File: src/rtl/adc_volt_disp.sv
// Captures ADC samples on cs_n rising edge, scales to millivolts, converts to BCD,
// and drives a 4-digit multiplexed common-anode 7-segment display as X.XXX V.
module adc_volt_disp #(
  parameter int unsigned SCAN_DIV = 50000
) (
  input  logic        clk,
  input  logic        rst_n,
  input  logic        cs_n,
  input  logic [7:0]  data,
  output logic [12:0] mv,
  output logic [15:0] bcd,
  output logic        upd,
  output logic [3:0]  sel,
  output logic [7:0]  seg
);

  localparam int unsigned SW       = (SCAN_DIV > 1) ? $clog2(SCAN_DIV) : 1;
  localparam int unsigned ACC_W    = 21;
  localparam int unsigned FULL_MV  = 5000;

  typedef enum logic [1:0] {IDLE, MUL, BCD, LOAD} state_t;

  state_t             state, state_next;
  logic               cs_n_d;
  logic               start;
  logic [7:0]         operand;
  logic [ACC_W-1:0]   acc;
  logic [ACC_W-1:0]   addend;
  logic [3:0]         cnt;
  logic [15:0]        dd, dd_adj;
  logic [4:0]         bit_idx;
  logic [SW-1:0]      scan;
  logic [1:0]         idx, idx_next;
  logic [3:0]         nib;

  function automatic logic [6:0] font(input logic [3:0] d);
    case (d)
      4'd0:    font = 7'h40;
      4'd1:    font = 7'h79;
      4'd2:    font = 7'h24;
      4'd3:    font = 7'h30;
      4'd4:    font = 7'h19;
      4'd5:    font = 7'h12;
      4'd6:    font = 7'h02;
      4'd7:    font = 7'h78;
      4'd8:    font = 7'h00;
      4'd9:    font = 7'h10;
      default: font = 7'h7F;
    endcase
  endfunction

  assign start = cs_n & ~cs_n_d & (state == IDLE);

  always_ff @(posedge clk or negedge rst_n) begin
    if (!rst_n) state <= IDLE;
    else        state <= state_next;
  end

  always_comb begin
    state_next = state;
    case (state)
      IDLE:    if (start) state_next = MUL;
      MUL:     if (cnt == 4'd7) state_next = BCD;
      BCD:     if (cnt == 4'd12) state_next = LOAD;
      LOAD:    state_next = IDLE;
      default: state_next = IDLE;
    endcase
  end

  // Shift-add partial product and add-3 adjustment for double-dabble
  always_comb begin
    addend  = operand[cnt[2:0]] ? (ACC_W'(FULL_MV) << cnt[2:0]) : '0;
    bit_idx = 5'd20 - {1'b0, cnt};
    dd_adj  = dd;
    for (int i = 0; i < 4; i++) begin
      if (dd[4*i +: 4] >= 4'd5) dd_adj[4*i +: 4] = dd[4*i +: 4] + 4'd3;
    end
  end

  always_ff @(posedge clk or negedge rst_n) begin
    if (!rst_n) begin
      cs_n_d  <= 1'b1;
      operand <= '0;
      acc     <= '0;
      cnt     <= '0;
      dd      <= '0;
      mv      <= '0;
      bcd     <= '0;
      upd     <= 1'b0;
    end else begin
      cs_n_d <= cs_n;
      upd    <= 1'b0;
      case (state)
        IDLE: begin
          if (start) begin
            operand <= data;
            acc     <= '0;
            cnt     <= '0;
          end
        end
        MUL: begin
          acc <= acc + addend;
          if (cnt == 4'd7) begin
            cnt <= '0;
            dd  <= '0;
          end else begin
            cnt <= cnt + 4'd1;
          end
        end
        BCD: begin
          dd  <= {dd_adj[14:0], acc[bit_idx]};
          cnt <= cnt + 4'd1;
        end
        LOAD: begin
          mv  <= acc[20:8];
          bcd <= dd;
          upd <= 1'b1;
          cnt <= '0;
        end
        default: ;
      endcase
    end
  end

  // Free-running digit scan; sel/seg update on the wrap edge
  always_comb begin
    idx_next = idx + 2'd1;
    nib      = bcd[{idx_next, 2'b00} +: 4];
  end

  always_ff @(posedge clk or negedge rst_n) begin
    if (!rst_n) begin
      scan <= '0;
      idx  <= 2'd3;
      sel  <= 4'hF;
      seg  <= 8'hFF;
    end else if (scan == SW'(SCAN_DIV - 1)) begin
      scan <= '0;
      idx  <= idx_next;
      sel  <= ~(4'b0001 << idx_next);
      seg  <= {(idx_next != 2'd3), font(nib)};
    end else begin
      scan <= scan + SW'(1);
    end
  end

endmodule

File: config.mk
export PLATFORM = sky130hd
export DESIGN_NAME = adc_volt_disp
export DESIGN_NICKNAME = d
export VERILOG_FILES = /design/src/rtl/adc_volt_disp.sv
export SDC_FILE = /design/constraint.sdc
export NUM_CORES = 1
export LEC_CHECK = 0
export CORE_MARGIN = 3
export CORE_UTILIZATION = 53
export DETAILED_ROUTE_END_ITERATION = 16
export PLACE_DENSITY_LB_ADDON = 0.12
export SYNTH_ARGS = -nofsm -noshare
export SYNTH_HDL_FRONTEND = slang
export SYNTH_SLANG_ARGS = --single-unit
File: constraint.sdc
create_clock -name clk -period 3.34 [get_ports clk]
set_clock_uncertainty 0.2 [all_clocks]
set_input_delay 0.668 -clock clk [delete_from_list [all_inputs] [get_ports clk]]
set_output_delay 0.668 -clock clk [all_outputs]
set_load 0.02 [all_outputs]
==> results of run 1 <==
-- per-layer routing --
layer / part of all wire / routed length [um] / track usage
met5: 0 / 0 / 0
met4: 0.016 / 249 / 0.0595
met3: 0.041 / 615 / 0.0500
met2: 0.51 / 7710 / 0.403
met1: 0.43 / 6590 / 0.304
-- stage by stage --
step	TNS, ns	area [sq um]	util
floorplan	-0.308	6340	-
global placement	-0.670	7270	0.631
detailed placement	-1.44	7270	0.631
CTS	-0.278	7660	0.665
global route	-1.16	7750	0.673
finish	-0.398	7750	0.673
-- worst max-delay path: cells and delay by family, from the launching register on --
| family | cells | cell delay, ns |
|---|---|---|
| AND/OR/NAND/NOR | 5 | 1.02 |
| AO/OA/AOI/OAI | 4 | 0.80 |
| buffers and inverters | 1 | 0.05 |
| adder cells (fa/ha/maj) | 2 | 0.35 |
| flip-flops | 1 | 0.40 |
| multiplexers | 1 | 0.55 |
-- worst paths after layout --
check                             from       to  slack, ns  depth (start not counted)
worst max register to register  cnt[0]  acc[17]      -0.15                         13
min in group clk                seg[6]   seg[6]       0.26                          2
max in group asynchronous        rst_n   seg[1]       2.02                          2
worst min register to register  seg[6]   seg[6]       0.26                          2
worst max-delay path            cnt[0]  acc[17]      -0.15                         13
worst min-delay path             rst_n    dd[6]       0.12                          1
-- what timing repair did --
| action | 4_1_cts | 5_1_grt |
|---|---|---|
| pin swaps | 11 | 7 |
| gates resized for setup | 16 | 16 |
| setup endpoints to repair | 11 | 9 |
| buffers inserted | 2 | 3 |
-- final cells by class --
cell class	instances	share of cell area
repair buffers	100	0.116
clock inverters	4	0.00662
flip-flops and latches	108	0.351
clock buffers	12	0.0305
inverters	30	0.0145
multi-input cells	475	0.458
well taps	143	0.0231
-- cells in the final DEF, fill, tap and decap left out, types with 10 or more instances in the layout --
master and count:
xor2_1 19, nor2_1 50, ha_1 42, clkdlybuf4s50_1 51
dfstp_2 14, a21oi_1 34, o21ai_0 48, buf_4 46
inv_1 29, nand2_1 77, mux4_2 10, nand3_1 14
dfrtp_1 94, mux2_2 38, xnor2_1 13, nand2b_1 11
-- cell families (layout without fill, tap and decap cells) --
logic type,count (synthesis),count (layout)
AOI/OAI and AO/OA,145,145
adders and majority gates,48,48
and+or+nand+nor,194,194
xor gates and xnor gates,32,32
DFF,108,108
buffers and inverters,52,146
muxes,56,56
-- flip-flops by register name (all words and copies together), names as in the netlist --
register / cells
cs_n_d: 1
mv: 13
acc: 18
seg: 7
cnt: 4
upd: 1
dd: 16
scan: 16
idx: 2
state: 2
operand: 8
sel: 4
bcd: 16
-- report_power, final --
part / leakage, uW / internal (uW) / switching, uW / total, uW
Clock: 0.000137 / 584 / 461 / 1040
Sequential: 0.00138 / 1660 / 339 / 2000
Combinational: 0.00195 / 1650 / 1880 / 3530
==> summary.md, run 1 <==
| Metric | Value |
|---|---|
| RSZ-0062 raised after global routing | yes |
| CP Class | flip-flop to flip-flop |
| Crit path launch type | flip-flop |
| Yosys reg bits | 108 |
| Mux contribution to synthesized area | 0.116 |
| Area share of the largest cell type after synthesis | 0.372 |
| Netlist Area Pre-Place | 6320 sq um |
| Pleak | 0.00346 uW |
| CP endpoint kind | flip-flop |
| Die Height | 115 um |
| CP max FO | 5 |
| Synthesized Nets | 694 |
| DRC | 0 |
| YS warnings | 0 |
| Num rows | 39 |
| Synth Area in XOR/XNOR | 0.0443 |
| Starting density of the core | 0.549 |
| Share of layout cells above drive strength 1 | 0.218 |
| Vias | 5043 |
| Fillcell total | 884 |
| Die area | 13300 sq um |
| WL per Instance | 17.4 um |
| CP max stage cell | mux4_2 |
| Syn avg cell area | 9.95 sq um |
| Multi-input logic area | 3550 sq um |
| Final Hold Violating Endpoints | 0 |
| Largest family of logic cells by synthesized area | compound AO/OA/AOI/OAI gates |
| First-pass GRT wire length | 24800 um |
| Sequential-to-total area share from yosys stat | 0.430 |
| GRT Overall Usage | 0.235 |
| DRT Pass-1 Iters | 5 |
| Sink Count | 108 |
| Area contributors post-synth | dfrtp_1 (37%), ha_1 (9.3%), mux2_2 (6.8%) |
| Final net count | 783 |
| Place WS | -0.290 ns |
| Final min period | 3.49 ns |
| Area grow syn2layout | 22.6% |
| Antenna Nets Post-Route | 0 |
| CP arrival | 3.53 ns |
| CTS clk-pin slew, worst paths | 0.07 ns |
| Htree depth | 3 |
| Failing checks | setup timing |
| Crit path top cell by count | and2_4 |
| Worst path cell trace | mux4_2 > and2_4 > or2_4 > and2_4 > ha_4 > inv_2 > fa_2 > nor2b_2 > o31a_1 > o21ai_2 > a21oi_2 > or4_1 > a32o_1 |
| Core area | 11500 sq um |
| Final-report max-slew violation count | 0 |
| Routed WL | 15200 um |
| Setup violations, final | 6 |
| Clk root buf | clkbuf_16 |
| HPWL after detailed placement | 11000 um |
| Worst Hold Class | primary input to asynchronous set/reset pin |
| Status | finished with violations |
| Buffers added on ports | 52 |
| Clock Path Buffers | 2 |
| Via-to-Cell Ratio | 5.78 |
| Final hold slack | 0.117 ns |
| Post-synth cell types | 56 |
| CTS Buf Count | 9 |
| Largest net degree at the start of global routing | 65 |
| Register Area | 2720 sq um |
| Hold buffer count at CTS | 0 |
| Slew margin rel. | 0.390 |
| CTS tree | built |
| Initial antenna violation count | 0 |
| VDD IR max | 0.679 mV |
| Simple-gate share of the synthesized area | 0.139 |
| Crit share post-route | 1.05 |
| Power per cell area | 848 nW/um^2 |
| Synth Flop Type | dfrtp_1 |
| Mapped Cells | 635 |
| Clock Latency Late Sink | 0.35 ns |
| Commonest cells in the netlist | dfrtp_1 (94), nand2_1 (79), nor2_1 (51), o21ai_0 (51), ha_1 (47) |
| RePlAce Congestion | 0.960 |
| Required @ worst endpoint | 3.38 ns |
| Placed insts | 851 |
| FMAX | 286 MHz |
| Tightest Pin Transition | 0.913 ns |
| # IOs | 53 |
| Filler-free cell count of the finished design | 872 |
| Count leader, synth | dfrtp_1 |
| Die X | 115 um |
| Post-synth ARST share | 1.00 |
| Diode count | 0 |
| Grt total ovfl | 0 |
| Crit-path max cell delay | 0.55 ns |
| Post-synth top area cell | dfrtp_1 |
| Vias in the first global route | 4931 |
| Fin worst setup slack | -0.154 ns |
| Adder-cell share of the synthesized area | 0.0962 |
| Final Power | 6570 uW |
| Number of synthesized flops with an enable pin | 0 |
| Initial drt markers | 323 |
| Post-synthesis compound-gate area fraction | 0.142 |
| Max-cap violations | 0 |
No activity file was read; power rests on OpenSTA's default activity.
==> inputs of run 2 (changes only) <==
--- a/config.mk
+++ b/config.mk
@@ -5,9 +5,11 @@
 export SDC_FILE = /design/constraint.sdc
 export NUM_CORES = 1
 export LEC_CHECK = 0
-export CORE_MARGIN = 3
+export ABC_AREA = 1
+export CORE_MARGIN = 8
 export CORE_UTILIZATION = 53
 export DETAILED_ROUTE_END_ITERATION = 16
+export GPL_TIMING_DRIVEN = 0
 export PLACE_DENSITY_LB_ADDON = 0.12
 export SYNTH_ARGS = -nofsm -noshare
 export SYNTH_HDL_FRONTEND = slang
==> run 2 against run 1 <==
Against the previous run: the flow now finishes without violations; flip-flop and latch count did not move; sequential share of layout area rose by 0.23 points; combinational power fell by 12%; routed wire length rose by 7.9%; utilization fell by 3.5 points; synthesized area rose by 4.0%; die area rose by 22%; first-iteration DRC count rose by 52%; sequential power fell by 6%; final cell count rose by 22%; worst setup slack improved by 0.36 ns; critical endpoint unchanged; largest cell class unchanged; highest routed layer unchanged.
==> summary.md, run 2 <==
| Metric | Value |
|---|---|
| Status | finished clean |
| Post-synth ARST share | 1.00 (unchanged) |
| First-pass GRT wire length | 27200 um (+9.6%) |
| Power per cell area | 790 nW/um^2 (-6.8%) |
| Yosys reg bits | 108 (unchanged) |
| CP arrival | 3.19 ns (-0.34 ns) |
| DRT Pass-1 Iters | 6 (+1) |
| Number of synthesized flops with an enable pin | 0 (unchanged) |
| Synthesized Nets | 886 (+28%) |
| Sequential-to-total area share from yosys stat | 0.414 (-0.0165) |
| Sw Ratio | 0.457 (+0.0488) |
| CP endpoint kind | flip-flop |
| CTS Buf Count | 9 (unchanged) |
| Pleak | 0.00361 uW (+4.2%) |
| Area grow syn2layout | 17.2% |
| Clock Latency Late Sink | 0.37 ns (+0.02 ns) |
| WL per Instance | 15.3 um (-12%) |
| # IOs | 53 (unchanged) |
| Combinational cell fraction of total power | 0.510 (-0.027) |
| Via-to-Cell Ratio | 5.42 (-6.3%) |
| DRC | 0 (unchanged) |
| Syn avg cell area | 7.95 sq um (-20%) |
| CTS tree | built |
| CP max FO | 10 (+5) |
| Count leader, synth | nand2_1 |
| Top reg by flops | acc |
| Crit-path max cell delay | 0.41 ns (-0.14 ns) |
| Power Internal | 3310 uW (-15%) |
| Crit path launch type | flip-flop |
| Routed WL | 16400 um (+7.9%) |
| Hold buffer count at CTS | 0 (unchanged) |
| Final-report max-slew violation count | 0 (unchanged) |
| VDD IR max | 0.552 mV (-19%) |
| Die Height | 127 um (+11%) |
| Sequential share of power | 0.309 (+0.005) |
| Grt total ovfl | 0 (unchanged) |
| Final net count | 954 (+22%) |
| HPWL after detailed placement | 12500 um (+13%) |
| Clk root buf | clkbuf_16 |
| Tightest Pin Transition | 0.724 ns (-0.189 ns) |
| Commonest non-fill, non-tap cells in the layout | nand2_1 (174), nor2_1 (110), dfrtp_1 (94), inv_1 (84), a21oi_1 (66) |
| Mapped Cells | 827 (+30%) |
| Starting density of the core | 0.545 (-0.00397) |
| Fillcell total | 1052 (+19%) |
| Share of layout cells above drive strength 1 | 0.119 (-0.0992) |
| Crit share post-route | 0.937 (-0.109) |
| Post-synth cell types | 49 (-13%) |
| CP max stage cell | dfrtp_1 |
| Core area | 12100 sq um (+4.7%) |
| Sink Count | 108 (unchanged) |
| Largest net degree at the start of global routing | 56 (-14%) |
| Vias | 5786 (+15%) |
| Setup violations, final | 0 (-6) |
| GRT Overall Usage | 0.207 (-0.0277) |
| Dpl cell area | 7330 sq um (+0.81%) |
| Clock power share | 0.181 (+0.022) |
| RePlAce Congestion | 0.916 (-4.5%) |
| Clock Path Buffers | 2 (unchanged) |
| Buffers added on ports | 52 (unchanged) |
| Commonest cells in the netlist | nand2_1 (177), nor2_1 (110), dfrtp_1 (94) |
| Worst path cell trace | buf_6 > inv_8 > nand2_1 > a21oi_2 > o21a_1 > nor2_2 > buf_6 > nor2_1 > ha_2 > inv_1 > fa_1 > inv_2 > nand3_1 > nand2_2 > nand2_1 > nand2_2 > nand3_1 > nand2_1 > nand2_1 > nand3_1 > nand2_1 |
| Commonest non-fill, non-tap cell in the layout | nand2_1 |
| Initial antenna violation count | 0 (unchanged) |
| Final min period | 3.13 ns (-0.365 ns) |
| CTS clk-pin slew, worst paths | 0.08 ns (about the same) |
| Die X | 127 um (+11%) |
| Crit path top cell by count | nand2_1 |
| Num rows | 40 (+2.6%) |
| Synth Flop Type | dfrtp_1 |
| Required @ worst endpoint | 3.40 ns (+0.02 ns) |
| Max-cap violations | 0 (unchanged) |
| FMAX | 320 MHz (+12%) |
| CP Class | flip-flop to flip-flop |
| Vias in the first global route | 5598 (+14%) |
| Final Hold Violating Endpoints | 0 (unchanged) |
| Worst Hold Class | primary input to asynchronous set/reset pin |
| Htree depth | 3 (unchanged) |
| Fin area | 7700 sq um (-0.66%) |
| YS warnings | 0 (unchanged) |
| Diode count | 0 (unchanged) |
| Area contributors post-synth | dfrtp_1 (36%), nand2_1 (10%), ha_1 (8.9%) |
| Die area | 16200 sq um (+22%) |
| Initial drt markers | 491 (+52%) |
| Final Power | 6080 uW (-7.4%) |
| Max reg flops | 18 (unchanged) |
| Switching Power | 2780 uW (+3.6%) |
| Netlist Area Pre-Place | 6570 sq um (+4.0%) |
| Antenna Nets Post-Route | 0 (unchanged) |
| Area share of the largest cell type after synthesis | 0.358 (-0.0142) |
| Slew margin rel. | 0.517 (+0.127) |
| Final hold slack | 0.150 ns (+0.0326 ns) |
| Post-synth top area cell | dfrtp_1 |
[run 2: cell count changes in the layout (fill, tap and decap cells not counted), moves of 10 or more]
cell	previous run	this run
nand2b_1	11	0
inv_1	29	84
mux2_2	38	8
mux4_2	10	0
nand2_1	77	174
nand3_1	14	38
nor2_1	50	110
buf_4	46	11
xnor2_1	13	1
a21oi_1	34	66
[run 2: metrics by stage]
stage	setup slack [ns]	util	instances	setup TNS (ns)
finish	0.210	0.638	1068	0
CTS	0.0672	0.633	1064	0
global placement	-2.71	0.605	1047	-273.16
detailed placement	-0.00824	0.608	1048	-0.00824
global route	-0.00984	0.638	1068	-0.0191
floorplan	0.523	-	827	0
[run 2: worst max-delay path, delay by kind of cell (launching register included)]
kind	cells	cell delay (ns)
simple gates	12	0.99
buf+inv	5	0.51
fa+ha+maj	2	0.58
compound gates	2	0.30
flops	1	0.41
[run 2: final timing paths]
path,from,end,slack (ns),depth (start not counted)
setup reg to reg,cnt[0],acc[17],0.21,21
setup / recovery,cnt[0],acc[17],0.21,21
hold reg to reg,seg[4],seg[4],0.27,2
hold / removal,rst_n,scan[11],0.15,1
min in group clk,seg[4],seg[4],0.27,2
max in group asynchronous,rst_n,cs_n_d,2.00,2
[run 2: power by group through the flow]
stage / clock network, uW / logic (uW) / registers (uW)
after floorplan: 0 / 1910 / 2000
after global placement: 0 / 2940 / 1890
after detailed placement: 0 / 3000 / 1900
after CTS: 1120 / 3020 / 1880
after global routing: 1170 / 3460 / 1910
final: 1100 / 3100 / 1880
[run 2: cells by family after synthesis]
logic type / synth area share
AO/OA/AOI/OAI: 0.135
XOR/XNOR: 0.0173
adder cells (fa/ha/maj): 0.0925
buffers and inverters: 0.0769
flip-flops: 0.414
multiplexers: 0.0137
AND/OR/NAND/NOR: 0.251
[run 2: area by class of cell]
type	count	area, sq um	area share
multi-input cells	602	3370	0.438
repair buffers	57	576	0.0747
inverters	96	370	0.0481
plain buffers	21	150	0.0195
flip-flops and latches	108	2720	0.353
well taps	168	210	0.0273
clock inverters	7	78.8	0.0102
clock buffers	9	225	0.0292
[run 2: metal layers]
| layer | vias to the layer above | wire length [um] | global-route usage | share of wire |
|---|---|---|---|---|
| met4 | 0 | 300 | 0.0714 | 0.018 |
| met1 | 2714 | 7240 | 0.262 | 0.44 |
| met2 | 183 | 7890 | 0.343 | 0.48 |
| met3 | 28 | 941 | 0.0466 | 0.057 |
| li1 | 2861 | - | - | - |
| met5 | - | 0 | 0 | 0 |
[run 2: timing repair]
action                                  in CTS  in global routing
pin swaps                                    0                  2
endpoints found under the setup margin       2                 10
setup buffers                                0                  4
endpoints found under the hold margin        0                  0
gates resized for setup                      1                 14
